### config.mk
export PLATFORM = sky130hd
export DESIGN_NAME = reg_writeback_ctrl
export DESIGN_NICKNAME = d
export VERILOG_FILES = /design/src/rtl/reg_writeback_ctrl.sv
export SDC_FILE = /design/constraint.sdc
export NUM_CORES = 1
export LEC_CHECK = 0
export CAP_MARGIN = 20
export CORE_MARGIN = 2
export CORE_UTILIZATION = 57
export CTS_CLUSTER_DIAMETER = 50
export DETAILED_ROUTE_END_ITERATION = 7
export PLACE_DENSITY = 0.83
export SYNTH_ARGS = -nofsm -noshare
export SYNTH_HDL_FRONTEND = slang
export SYNTH_SLANG_ARGS = --single-unit
### constraint.sdc
create_clock -name Clk -period 5.7 [get_ports Clk]
set_input_delay 1.14 -clock Clk [delete_from_list [all_inputs] [get_ports Clk]]
set_output_delay 1.14 -clock Clk [all_outputs]
set_load 0.01 [all_outputs]
### src/rtl/reg_writeback_ctrl.sv
// reg_writeback_ctrl: 4-entry write-back FIFO from ALU/load paths to the register file, owns the PC.
// Define WB_R0_ZERO_EN to treat R0 as hardwired zero (addr-0 entries are silently discarded).
module reg_writeback_ctrl #(
  parameter int ADDR = 6,
  parameter int WORD = 16,
  parameter logic [WORD-1:0] RESET_PC = '0
) (
  input  logic            Clk,
  input  logic            Reset,
  input  logic            alu_valid,
  input  logic [ADDR-1:0] alu_addr,
  input  logic [WORD-1:0] alu_data,
  output logic            alu_ready,
  input  logic            mem_valid,
  input  logic [ADDR-1:0] mem_addr,
  input  logic [WORD-1:0] mem_data,
  output logic            mem_ready,
  input  logic            pc_step,
  output logic            Write_Enable,
  output logic [ADDR-1:0] Write_addr,
  output logic [WORD-1:0] Data_in,
  output logic [WORD-1:0] new_pc,
  output logic            busy,
  output logic            bad_addr
);
`ifdef WB_R0_ZERO_EN
  localparam bit R0_ZERO = 1'b1;
`else
  localparam bit R0_ZERO = 1'b0;
`endif
  logic [ADDR-1:0] fa_q [4];
  logic [WORD-1:0] fd_q [4];
  logic [2:0] count_q, count_d;
  logic [1:0] wr_q, wr_d, rd_q, rd_d, alu_slot;
  logic we_q, we_d, bad_q, bad_d;
  logic [ADDR-1:0] wa_q, wa_d, head_a;
  logic [WORD-1:0] wd_q, wd_d, pc_q, pc_d, head_d;
  logic mem_acc, alu_acc, deq, wb, pc_ld;
  // Readiness uses the pre-dequeue count, so a full FIFO can never be enqueued into.
  assign mem_ready = Reset | (count_q != 3'd4);
  assign alu_ready = Reset | (count_q <= 3'd2) | ((count_q == 3'd3) & !mem_valid);
  assign mem_acc = mem_valid & mem_ready;
  assign alu_acc = alu_valid & alu_ready;
  assign head_a = fa_q[rd_q];
  assign head_d = fd_q[rd_q];
  assign Write_Enable = we_q;
  assign Write_addr = wa_q;
  assign Data_in = wd_q;
  assign new_pc = pc_q;
  assign bad_addr = bad_q;
  assign busy = (count_q != 3'd0) | we_q;
  always_comb begin
    deq = count_q != 3'd0;
    wb = deq && (head_a < ADDR'(6)) && !(R0_ZERO && head_a == '0);
    pc_ld = deq && (head_a == ADDR'(6));
    alu_slot = wr_q + {1'b0, mem_acc};
    wr_d = alu_slot + {1'b0, alu_acc};
    rd_d = rd_q + {1'b0, deq};
    count_d = count_q + {2'b0, mem_acc} + {2'b0, alu_acc} - {2'b0, deq};
    we_d = wb;
    wa_d = wb ? head_a : wa_q;
    wd_d = wb ? head_d : wd_q;
    bad_d = bad_q | (deq && (head_a > ADDR'(6)));
    pc_d = pc_ld ? head_d : pc_step ? pc_q + WORD'(1) : pc_q;
  end
  always_ff @(posedge Clk or posedge Reset) begin
    if (Reset) begin
      count_q <= '0;
      wr_q <= '0;
      rd_q <= '0;
      we_q <= 1'b0;
      wa_q <= '0;
      wd_q <= '0;
      bad_q <= 1'b0;
      pc_q <= RESET_PC;
    end else begin
      count_q <= count_d;
      wr_q <= wr_d;
      rd_q <= rd_d;
      we_q <= we_d;
      wa_q <= wa_d;
      wd_q <= wd_d;
      bad_q <= bad_d;
      pc_q <= pc_d;
    end
  end
  // Storage needs no reset: the count alone decides which slots are live.
  always_ff @(posedge Clk) begin
    if (mem_acc) begin
      fa_q[wr_q] <= mem_addr;
      fd_q[wr_q] <= mem_data;
    end
    if (alu_acc) begin
      fa_q[alu_slot] <= alu_addr;
      fd_q[alu_slot] <= alu_data;
    end
  end
endmodule

=== Word-level counts from Yosys, hierarchy flattened ===
Memory sizes are Yosys's and may differ from the RTL's.
Index checks and enable logic that the tools add are counted.

* Output and inout port bits: 43
* Bits of input ports: 49
* Memories kept: 2
* Register bits: 47
* Logic and storage cells: 43
* Bits in writable memories: 88

{| class="wikitable"
|+ Memories
! memory !! depth !! bits a word !! rd ports !! clocked after Yosys merged registers in !! wr ports !! RTL line !! text
|-
| fd_q || 4 || 16 || 1 || 0 || 2 || 32 || <nowiki>logic [WORD-1:0] fd_q [4];</nowiki>
|-
| fa_q || 4 || 6 || 1 || 0 || 2 || 31 || <nowiki>logic [ADDR-1:0] fa_q [4];</nowiki>
|}

* $lt $le $gt $ge: 3
* Bitwise logic cells: 8
* Multiplexer cells: 6
* Reductions and logical operators: 6
* Eq/ne operators: 3
* $add $sub $neg: 7

{| class="wikitable"
|+ Operator list
! operator !! count
|-
| $mux W16 || 2
|-
| $add A16 B1 Y16 const B || 1
|-
| $add A2 B1 Y2 || 3
|-
| $add A3 B1 Y3 || 2
|-
| $eq A6 B3 Y1 const B || 1
|-
| $gt A6 B3 Y1 const B || 1
|-
| $lt A6 B3 Y1 const B || 1
|-
| $or A1 B1 Y1 || 5
|-
| $mux W1 || 4
|-
| $and A1 B1 Y1 || 3
|-
| $eq A3 B2 Y1 const B || 1
|-
| $le A3 B2 Y1 const B || 1
|-
| $logic_and A1 B1 Y1 || 3
|-
| $ne A3 B3 Y1 const B || 1
|-
| $reduce_bool A3 Y1 || 1
|-
| $sub A3 B1 Y3 || 1
|-
| $reduce_bool A2 Y1 || 1
|-
| $logic_not A1 Y1 || 1
|}

=== Logic depth before layout (Yosys ltp) ===
Gate-level depths: netlist of the first run.

* Word-level depth: 6
* Gate-level depth with buffers: 10

=== Least setup slack after synthesis of the first run ===
OpenSTA, ideal clock, no wires.

* Path type: input port to flip-flop
* Start: input Reset
* End: memory fa_q[2][0], enable pin
* Cell stages on the path: 8
* Setup slack: 1.627 ns
* Data required time: 5.268 ns
* Buffers on the path: 2
* Arrival time: 3.641 ns
* Cells stage by stage: or4_1 -> nand2_1 -> inv_1 -> ha_1 -> or3_1 -> clkbuf_1 -> buf_2 -> o21ai_0

{| class="wikitable"
|+ RTL lines
! item !! RTL line !! text
|-
| start, declared || 9 || <nowiki>input logic Reset,</nowiki>
|-
| end, declared || 31 ||
|}

==> results of run 1 <==
registers in the layout (all words and copies together), names as in the netlist:
signal	cells
Write_addr	6
count_q	3
fa_q	24
fd_q	64
Write_Enable	1
bad_addr	1
wr_q	2
Data_in	16
new_pc	16
rd_q	2
stage by stage:
stage	area [µm²]	std cells
finish	8187	666
floorplan	6492	411
global route	8187	666
CTS	8147	664
global placement	7584	633
detailed placement	7584	633
cell usage after synthesis (2+ instances only):
cell | n | area share [%]
edfxtp_1 | 88 | 41
xnor2_1 | 11 | 1.5
buf_2 | 8 | 0.62
nand4_1 | 4 | 0.39
ha_1 | 6 | 1.2
o21ai_1 | 3 | 0.23
and3_1 | 7 | 0.67
inv_1 | 6 | 0.35
mux2_4 | 16 | 3.7
dfrtp_1 | 47 | 18
nand2_1 | 26 | 1.5
nor3_1 | 3 | 0.23
or3_1 | 2 | 0.19
mux2_2 | 91 | 16
clkbuf_1 | 6 | 0.35
o21bai_1 | 2 | 0.23
nor2b_1 | 4 | 0.39
or2_1 | 3 | 0.29
nand3_1 | 9 | 0.69
buf_1 | 3 | 0.17
mux4_2 | 21 | 7.3
xor2_1 | 10 | 1.3
nor2_1 | 3 | 0.17
o21ai_0 | 15 | 1.2
power breakdown:
part	leakage, nW	switching (mW)	internal, mW
Sequential	1.38	0.246	1.53
Clock	0.274	0.388	0.655
Combinational	1.36	0.826	0.971
Total	3.01	1.46	3.15
worst paths after layout:
kind	from	to	slack, ns	depth (start not counted)
worst max-delay path	Reset	fa_q[2][3]$_DFFE_PP_	1.76	8
max in group asynchronous	Reset	Write_addr[3]$_DFFE_PP0P_	4.14	3
worst min register to register	bad_addr$_DFF_PP0_	bad_addr$_DFF_PP0_	0.48	1
worst min-delay path	bad_addr$_DFF_PP0_	bad_addr$_DFF_PP0_	0.48	1
worst max register to register	count_q[1]$_DFF_PP0_	fa_q[2][3]$_DFFE_PP_	2.41	7
min in group asynchronous	Reset	wr_q[0]$_DFF_PP0_	1.05	2
layout by cell type, fill, tap and decap left out, drive strengths merged, types with 2 or more instances in the layout:
cell type	netlist	routed
inv	6	6
xor2	10	10
clkinv	0	7
o21bai	2	2
or3	3	3
or2	4	4
clkinvlp	0	2
nand2	26	26
a21oi	2	2
and3	7	7
bufinv	0	2
nand3	9	9
nor2b	4	4
mux4	21	21
mux2	107	107
buf	14	13
ha	6	6
dfrtp	47	47
clkdlybuf4s50	0	91
nand4	4	4
clkbuf	6	20
nor2	3	3
nor3	3	3
xnor2	11	11
edfxtp	88	88
o21ai	18	18
kinds of logic (layout without fill, tap and decap cells):
kind of cell | count (synthesis) | after routing | synth area share [%]
compound gates | 24 | 24 | 2.216
buf+inv | 26 | 141 | 2.197
mux | 129 | 129 | 26.92
xor+xnor | 21 | 21 | 2.833
simple gates | 69 | 69 | 5.550
flops | 135 | 135 | 58.82
fa+ha+maj | 7 | 7 | 1.465
metal layers:
metal	vias to the layer above	global-route usage, %
li1	1776	-
met2	140	40.82
met1	1965	29.61
met4	0	8.333
met5	-	0
met3	19	6.124
critical path: cells and delay by family:
| family | cells | cell delay [ns] |
|---|---|---|
| buf+inv | 3 | 0.89 |
| compound gates | 1 | 0.33 |
| simple gates | 3 | 1.31 |
| fa+ha+maj | 1 | 0.36 |
layout make-up:
| cell class | instances | area, µm² | share of cell area [%] |
|---|---|---|---|
| inverters | 6 | 22.52 | 0.2751 |
| well taps | 140 | 175.2 | 2.140 |
| repair buffers | 104 | 1046 | 12.78 |
| flip-flops and latches | 135 | 3819 | 46.65 |
| clock buffers | 20 | 456.7 | 5.578 |
| multi-input cells | 250 | 2561 | 31.29 |
| clock inverters | 11 | 106.4 | 1.299 |
==> flow_summary_export.csv, run 1 <==
group,metric,value,unit
timing,period_share,69.11,%
setup_path,cp-end-kind,"register",
yosys,syn_area,0.006492,mm²
drt,wl_met2,7206,µm
placement,gp_congestion,0.8047,
floorplanning,io_pins,92,
cells_and_area,fill_cells,676,
drt,met1_length,5644,µm
cells_and_area,layout.nets,570,
yosys,synth-main-ff-cell,"edfxtp_1",
yosys,syn_inst,411,
floorplanning,rows,38,
yosys,yosysUniqueCellTypes,41,
pwr,leakage,3.012,nW
clock_network,cts_buffers,17,
timing,period_minus_slack,3.939,ns
run,max-cap-violations,0,
timing,fin_skew,0.004760,ns
timing,rsz0062_at_grt,"no",
grt,grt_max_degree,48,
grt,grt_pass1_wl,22310,µm
floorplanning,die_y,110.7,µm
clock_network,cts_setup_buffers,0,
drt,highest_layer,"met4",
drt,first_pass_iters,4,
drt,wl_met3,776,µm
setup_path,critPathMaxStageDelay,0.69,ns
yosys,synth_seq_cells,135,
grt,grt_pass1_vias,4216,
drt,drc,0,
drt,postRouteAntennaNets,0,
grt,antenna_found_initial,0,
timing,finalSetupViolations,0,
yosys,async_reset_ff_share,34.81,%
cells_and_area,drive_gt1_share,33.27,%
yosys,yosysWarnings,0,
drt,drt_iter0_drc,343,
clock_network,cts.sinks,135,
timing,slew_viol_final,0,
clock_network,cts_root_buffer,"clkbuf_16",
yosys,yosysSeqAreaShare,58.82,%
pwr,vdd_drop_max,360.7,µV
setup_path,crit_chain,"clkdlybuf4s50_1 -> or4_1 -> nand2_1 -> inv_1 -> ha_1 -> or3_1 -> o21ai_2 -> buf_4",
floorplanning,core,0.01098,mm²
outcome,status,"finished, final reports clean",
floorplanning,initial_core_util,59.11,%
min_path,hold_class,"register to register",
drt,wl,13830,µm
clock_network,ctsHoldBuffers,0,
cells_and_area,area_growth,26.09,%
setup_path,critPathRequiredTime,5.81,ns
timing,finalHoldViolCount,0,
clock_network,clock_latency,0.42,ns
timing,tightest_slew,1.014,ns
timing,relSlewSlack,32.37,%
placement,numPortBuffers,91,
yosys,syn-num-nets,467,
floorplanning,die_area,0.01226,mm²
timing,fmax,0.2538,GHz
setup_path,crit_slowest_cell,"or3_1",
setup_path,critical_path_arrival,4.05,ns
drt,via_per_inst,5.856,
placement,place_ws,1.316,ns
clock_network,htreeDepth,4,
drt,avgRoutedWirePerCell,20.77,µm
timing,holdWs,0.4815,ns
grt,grt-ovfl-total,0,
clock_network,clkSlewWorstSetupHoldPaths,0.05,ns
grt,grt_usage,23.84,%
floorplanning,fp.dieW,110.7,µm
pwr,power.total,4.613,mW
setup_path,critPathMaxFanout,15,
setup_path,crit_type,"input pin to register",
setup_path,startpoint_type,"input pin",
clock_network,cts_resized,0,
placement,hpwl,9325,µm
clock_network,cts_buffer_depth,2,
pwr,p_per_area,563.5,mW/mm²
yosys,synth_edf_count,88,
timing,finalWorstSetupSlack,1.761,ns
cells_and_area,diodes,0,
timing,setup_tns,0,ns
cells_and_area,utilization,74.54,%
drt,vias,3900,
clock_network,cts_tree,"yes",
yosys,avgSynthCellArea,15.80,µm²
(Power assumes the default switching activity.)
==> run 2: changes to the inputs <==
--- a/config.mk
+++ b/config.mk
@@ -7,10 +7,10 @@
 export LEC_CHECK = 0
 export CAP_MARGIN = 20
 export CORE_MARGIN = 2
-export CORE_UTILIZATION = 57
+export CORE_UTILIZATION = 55
 export CTS_CLUSTER_DIAMETER = 50
 export DETAILED_ROUTE_END_ITERATION = 7
-export PLACE_DENSITY = 0.83
+export PLACE_DENSITY = 0.8
 export SYNTH_ARGS = -nofsm -noshare
 export SYNTH_HDL_FRONTEND = slang
 export SYNTH_SLANG_ARGS = --single-unit
==> constraint.sdc (replaced) <==
create_clock -name Clk -period 4.05 [get_ports Clk]
set_input_delay 0.81 -clock Clk [delete_from_list [all_inputs] [get_ports Clk]]
set_output_delay 0.81 -clock Clk [all_outputs]
set_load 0.01 [all_outputs]
==> flow_summary_export.csv, run 2 (synthesis gave the netlist of run 1 again) <==
group,metric,value,unit
clock_network,cts.sinks,135,
grt,grt_max_degree,48,
cells_and_area,diodes,0,
grt,grt_pass1_wl,22470,µm
timing,slew_viol_final,0,
floorplanning,io_pins,92,
drt,avgRoutedWirePerCell,20.65,µm
pwr,power_frac_seq,38.4,%
grt,antenna_found_initial,0,
setup_path,critical_path_arrival,3.37,ns
floorplanning,fp.dieW,112.7,µm
pwr,p_int,4.392,mW
placement,gp_congestion,0.7970,
setup_path,cp-end-kind,"register",
timing,fmax,0.3084,GHz
cells_and_area,largestRegisters,"fd_q (64), fa_q (24)",
clock_network,cts_buffers,17,
cells_and_area,top_register,"fd_q",
clock_network,clock_latency,0.42,ns
timing,fin_skew,0.01040,ns
setup_path,crit_chain,"clkdlybuf4s50_1 -> or4_1 -> nand2_1 -> inv_1 -> ha_1 -> xor2_1 -> or3_1 -> o31ai_4 -> buf_4",
timing,setup_tns,0,ns
drt,via_per_inst,5.773,
timing,finalHoldViolCount,0,
grt,grt-ovfl-total,0,
setup_path,critPathMaxStageDelay,0.45,ns
clock_network,cts_resized,0,
cells_and_area,drive_gt1_share,33.83,%
drt,first_pass_iters,4,
outcome,status,"finished, final reports clean",
floorplanning,initial_core_util,56.62,%
drt,drt_iter0_drc,303,
pwr,p_switching,2.075,mW
drt,wl,14000,µm
timing,period_share,80.07,%
floorplanning,rows,39,
drt,postRouteAntennaNets,0,
placement,numPortBuffers,91,
timing,period_minus_slack,3.243,ns
timing,tightest_slew,0.8772,ns
placement,hpwl,9635,µm
floorplanning,die_y,112.7,µm
cells_and_area,area_growth,26.63,%
drt,drc,0,
setup_path,critPathRequiredTime,4.18,ns
floorplanning,die_area,0.01269,mm²
run,max-cap-violations,0,
pwr,power.total,6.467,mW
timing,rsz0062_at_grt,"no",
pwr,p_per_area,786.6,mW/mm²
clock_network,cts_setup_buffers,0,
setup_path,crit_slowest_cell,"clkdlybuf4s50_1",
setup_path,critPathMaxFanout,13,
floorplanning,core,0.01147,mm²
pwr,p_clk_share,21.3,%
pwr,pwr-share-comb,40.4,%
pwr,leakage,3.036,nW
cells_and_area,largest_reg_flops,64,
clock_network,cts_buffer_depth,2,
grt,grt_usage,23.59,%
clock_network,cts_root_buffer,"clkbuf_16",
setup_path,crit_type,"input pin to register",
clock_network,cts_tree,"yes",
cells_and_area,layout.nets,578,
pwr,vdd_drop_max,472.5,µV
pwr,netSwitchingFraction,32.08,%
clock_network,htreeDepth,4,
drt,vias,3914,
setup_path,startpoint_type,"input pin",
timing,relSlewSlack,41.52,%
grt,grt_pass1_vias,4189,
clock_network,clkSlewWorstSetupHoldPaths,0.05,ns
min_path,hold_class,"register to register",
clock_network,ctsHoldBuffers,0,
cells_and_area,layout_common_cells,"mux2_2 (91), clkdlybuf4s50_1 (91), edfxtp_1 (88), dfrtp_1 (47), nand2_1 (26)",
timing,finalSetupViolations,0,
run 2: cell count changes in the layout (fill, tap and decap cells not counted), sizes merged:
cell,previous run,this run
buf,13,21
bufinv,2,1
clkbuf,20,19
clkinv,7,10
run 2: layer usage:
layer  GRT usage [%]  wire length, µm  vias up
li1                -                -     1792
met1           30.48             5809     1967
met2           39.00             7202      137
met3           5.238              760       18
met4           9.593              228        0
met5               0                0        -
run 2: path summary, 6_finish.rpt:
check,endpoint,slack (ns),cells past startpoint,start
max,fd_q[0][3]$_DFFE_PP_,0.81,9,Reset
min,bad_addr$_DFF_PP0_,0.48,1,bad_addr$_DFF_PP0_
max reg2reg,fd_q[0][3]$_DFFE_PP_,1.14,8,count_q[1]$_DFF_PP0_
min reg2reg,bad_addr$_DFF_PP0_,0.48,1,bad_addr$_DFF_PP0_
max in group asynchronous,new_pc[14]$_DFFE_PP0P_,2.90,3,Reset
min in group asynchronous,count_q[0]$_DFF_PP0_,0.66,2,Reset
run 2: per-stage QoR:
step / area, µm² / instances / hold WS, ns / util, % / setup WS [ns]
5_1_grt: 8222 / 678 / 0.5243 / 71.70 / 0.6785
3_5_place_dp: 7680 / 645 / 0.4804 / 66.97 / 0.3681
6_report: 8222 / 678 / 0.4850 / 71.70 / 0.8072
4_1_cts: 8202 / 677 / 0.4940 / 71.52 / 0.8226
3_3_place_gp: 7680 / 645 / 0.4722 / 66.97 / 0.4657
2_1_floorplan: 6492 / 411 / 0.5134 / - / 0.3074
run 2: worst max-delay path, delay by kind of cell:
family | cells | cell delay, ns
buffers and inverters | 3 | 0.86
AOI/OAI and AO/OA | 1 | 0.25
xor gates and xnor gates | 1 | 0.20
adders and majority gates | 1 | 0.24
and+or+nand+nor | 3 | 1.01
run 2: layout make-up:
class                           instances  area, µm²
Inverter                                6      22.52
Clock buffer                           19      432.9
Clock inverter                         13      88.84
Fill cell                             750       3246
Timing Repair Buffer                  112       1119
Multi-Input combinational cell        250       2561
Sequential cell                       135       3819
Tap cell                              143      178.9
run 2: power groups by stage:
stage	clock network [mW]	registers [mW]	logic (mW)
final	1.38	2.48	2.61
after global routing	1.45	2.54	2.80
after CTS	1.39	2.48	2.63
after detailed placement	0	2.50	2.62
after global placement	0	2.47	2.55
after floorplan	0	2.49	1.57
==> run 3: changes to the inputs <==
==> constraint.sdc (replaced) <==
create_clock -name Clk -period 3.3 [get_ports Clk]
set_input_delay 0.66 -clock Clk [delete_from_list [all_inputs] [get_ports Clk]]
set_output_delay 0.66 -clock Clk [all_outputs]
set_load 0.01 [all_outputs]
==> flow_summary_export.csv, run 3 (synthesis gave the netlist of run 1 again) <==
group,metric,value,unit
pwr,p_per_area,962.8,mW/mm²
cells_and_area,layout_common_cells,"mux2_2 (91), clkdlybuf4s50_1 (91), edfxtp_1 (88), dfrtp_1 (47), nand2_1 (26)",
clock_network,cts_buffers,17,
clock_network,htreeDepth,4,
cells_and_area,area_growth,27.73,%
setup_path,critical_path_arrival,2.96,ns
floorplanning,die_y,112.7,µm
timing,setup_tns,0,ns
pwr,power_frac_seq,37.9,%
placement,numPortBuffers,91,
run,max-cap-violations,0,
pwr,p_switching,2.510,mW
drt,wl_met2,7210,µm
setup_path,crit_type,"input pin to register",
grt,grt_pass1_wl,22020,µm
min_path,hold_class,"register to register",
pwr,pwr-share-comb,41.1,%
drt,avgRoutedWirePerCell,20.26,µm
grt,grt-ovfl-total,0,
drt,postRouteAntennaNets,0,
timing,slew_viol_final,0,
clock_network,cts_tree,"yes",
setup_path,critPathMaxFanout,23,
timing,relSlewSlack,64.53,%
timing,period_minus_slack,2.837,ns
drt,drc,0,
pwr,vdd_drop_max,514.8,µV
cells_and_area,drive_gt1_share,34.81,%
timing,tightest_slew,0.5313,ns
clock_network,cts_resized,0,
outcome,status,"finished, final reports clean",
pwr,leakage,3.078,nW
drt,met1_length,5637,µm
floorplanning,core,0.01147,mm²
drt,drt_iter0_drc,224,
placement,gp_congestion,0.7747,
cells_and_area,diodes,0,
floorplanning,fp.dieW,112.7,µm
floorplanning,io_pins,92,
pwr,netSwitchingFraction,31.43,%
grt,grt_max_degree,33,
clock_network,ctsHoldBuffers,0,
floorplanning,die_area,0.01269,mm²
drt,highest_layer,"met4",
timing,finalSetupViolations,0,
cells_and_area,utilization,72.32,%
grt,antenna_found_initial,0,
clock_network,cts_root_buffer,"clkbuf_16",
drt,wl,13840,µm
setup_path,cp-end-kind,"register",
grt,grt_usage,23.22,%
pwr,p_clk_share,21.0,%
setup_path,critPathRequiredTime,3.42,ns
timing,fin_skew,0.006178,ns
clock_network,cts.sinks,135,
clock_network,cts_buffer_depth,2,
floorplanning,rows,39,
cells_and_area,layout.nets,583,
timing,rsz0062_at_grt,"no",
timing,holdWs,0.4878,ns
placement,hpwl,9644,µm
clock_network,clock_latency,0.41,ns
setup_path,startpoint_type,"input pin",
drt,via_per_inst,5.747,
drt,wl_met3,763,µm
setup_path,regToRegSetupSlack,0.58,ns
clock_network,cts_setup_buffers,0,
pwr,p_int,5.474,mW
timing,finalHoldViolCount,0,
cells_and_area,largestRegisters,"fd_q (64), fa_q (24)",
grt,grt_pass1_vias,4162,
drt,first_pass_iters,4,
timing,period_share,85.98,%
timing,fmax,0.3524,GHz
cells_and_area,top_register,"fd_q",
cells_and_area,largest_reg_flops,64,
drt,vias,3925,
clock_network,clkSlewWorstSetupHoldPaths,0.05,ns
floorplanning,initial_core_util,56.62,%
[run 3: changes by cell type in the layout (fill, tap and decap cells not counted), sizes merged]
| cell | delta |
|---|---|
| clkinv | +1 |
| buf | +5 |
| clkinvlp | -1 |
[run 3: critical path: stages]
cell	delay [ns]
clkdlybuf4s50_1	0.41
or4_1	0.42
nand2_1	0.11
inv_1	0.08
ha_1	0.22
xor2_1	0.20
or3_1	0.38
buf_12	0.19
o31ai_4	0.10
buf_12	0.19
[run 3: metrics by stage]
stage	instances	power, mW	setup slack [ns]	cell area, µm²
5_1_grt	683	8.391	0.3629	8293
6_report	683	7.984	0.4627	8293
2_1_floorplan	411	4.987	0.04232	6501
4_1_cts	683	8.050	0.4834	8293
3_5_place_dp	651	6.339	0.05116	7762
3_3_place_gp	651	6.231	0.1013	7762
[run 3: layout make-up]
cell class	count	area (µm²)
flip-flops and latches	135	3819
fillers	738	3174
multi-input cells	250	2561
repair buffers	117	1181
clock buffers	19	442.9
well taps	143	178.9
clock inverters	13	87.58
inverters	6	22.52
[run 3: power by group through the flow]
stage / clock (mW) / combinational, mW / sequential [mW]
global route: 1.79 / 3.51 / 3.09
floorplan: 0 / 1.94 / 3.05
finish: 1.68 / 3.28 / 3.02
CTS: 1.71 / 3.32 / 3.03
global placement: 0 / 3.23 / 3.00
detailed placement: 0 / 3.29 / 3.05
[run 3: layer usage]
metal	vias up	GRT usage, %
met5	-	0
met4	0	8.455
met3	21	5.022
met2	127	40.36
met1	1974	28.72
li1	1803	-
[run 3: final timing paths]
check                                              end                  from  cells past startpoint
worst min register to register      bad_addr$_DFF_PP0_    bad_addr$_DFF_PP0_                      1
worst max register to register    fd_q[0][1]$_DFFE_PP_  count_q[1]$_DFF_PP0_                      9
worst min-delay path                bad_addr$_DFF_PP0_    bad_addr$_DFF_PP0_                      1
min in group asynchronous         count_q[2]$_DFF_PP0_                 Reset                      3
max in group asynchronous       new_pc[14]$_DFFE_PP0P_                 Reset                      4
worst max-delay path              fd_q[0][1]$_DFFE_PP_                 Reset                     10
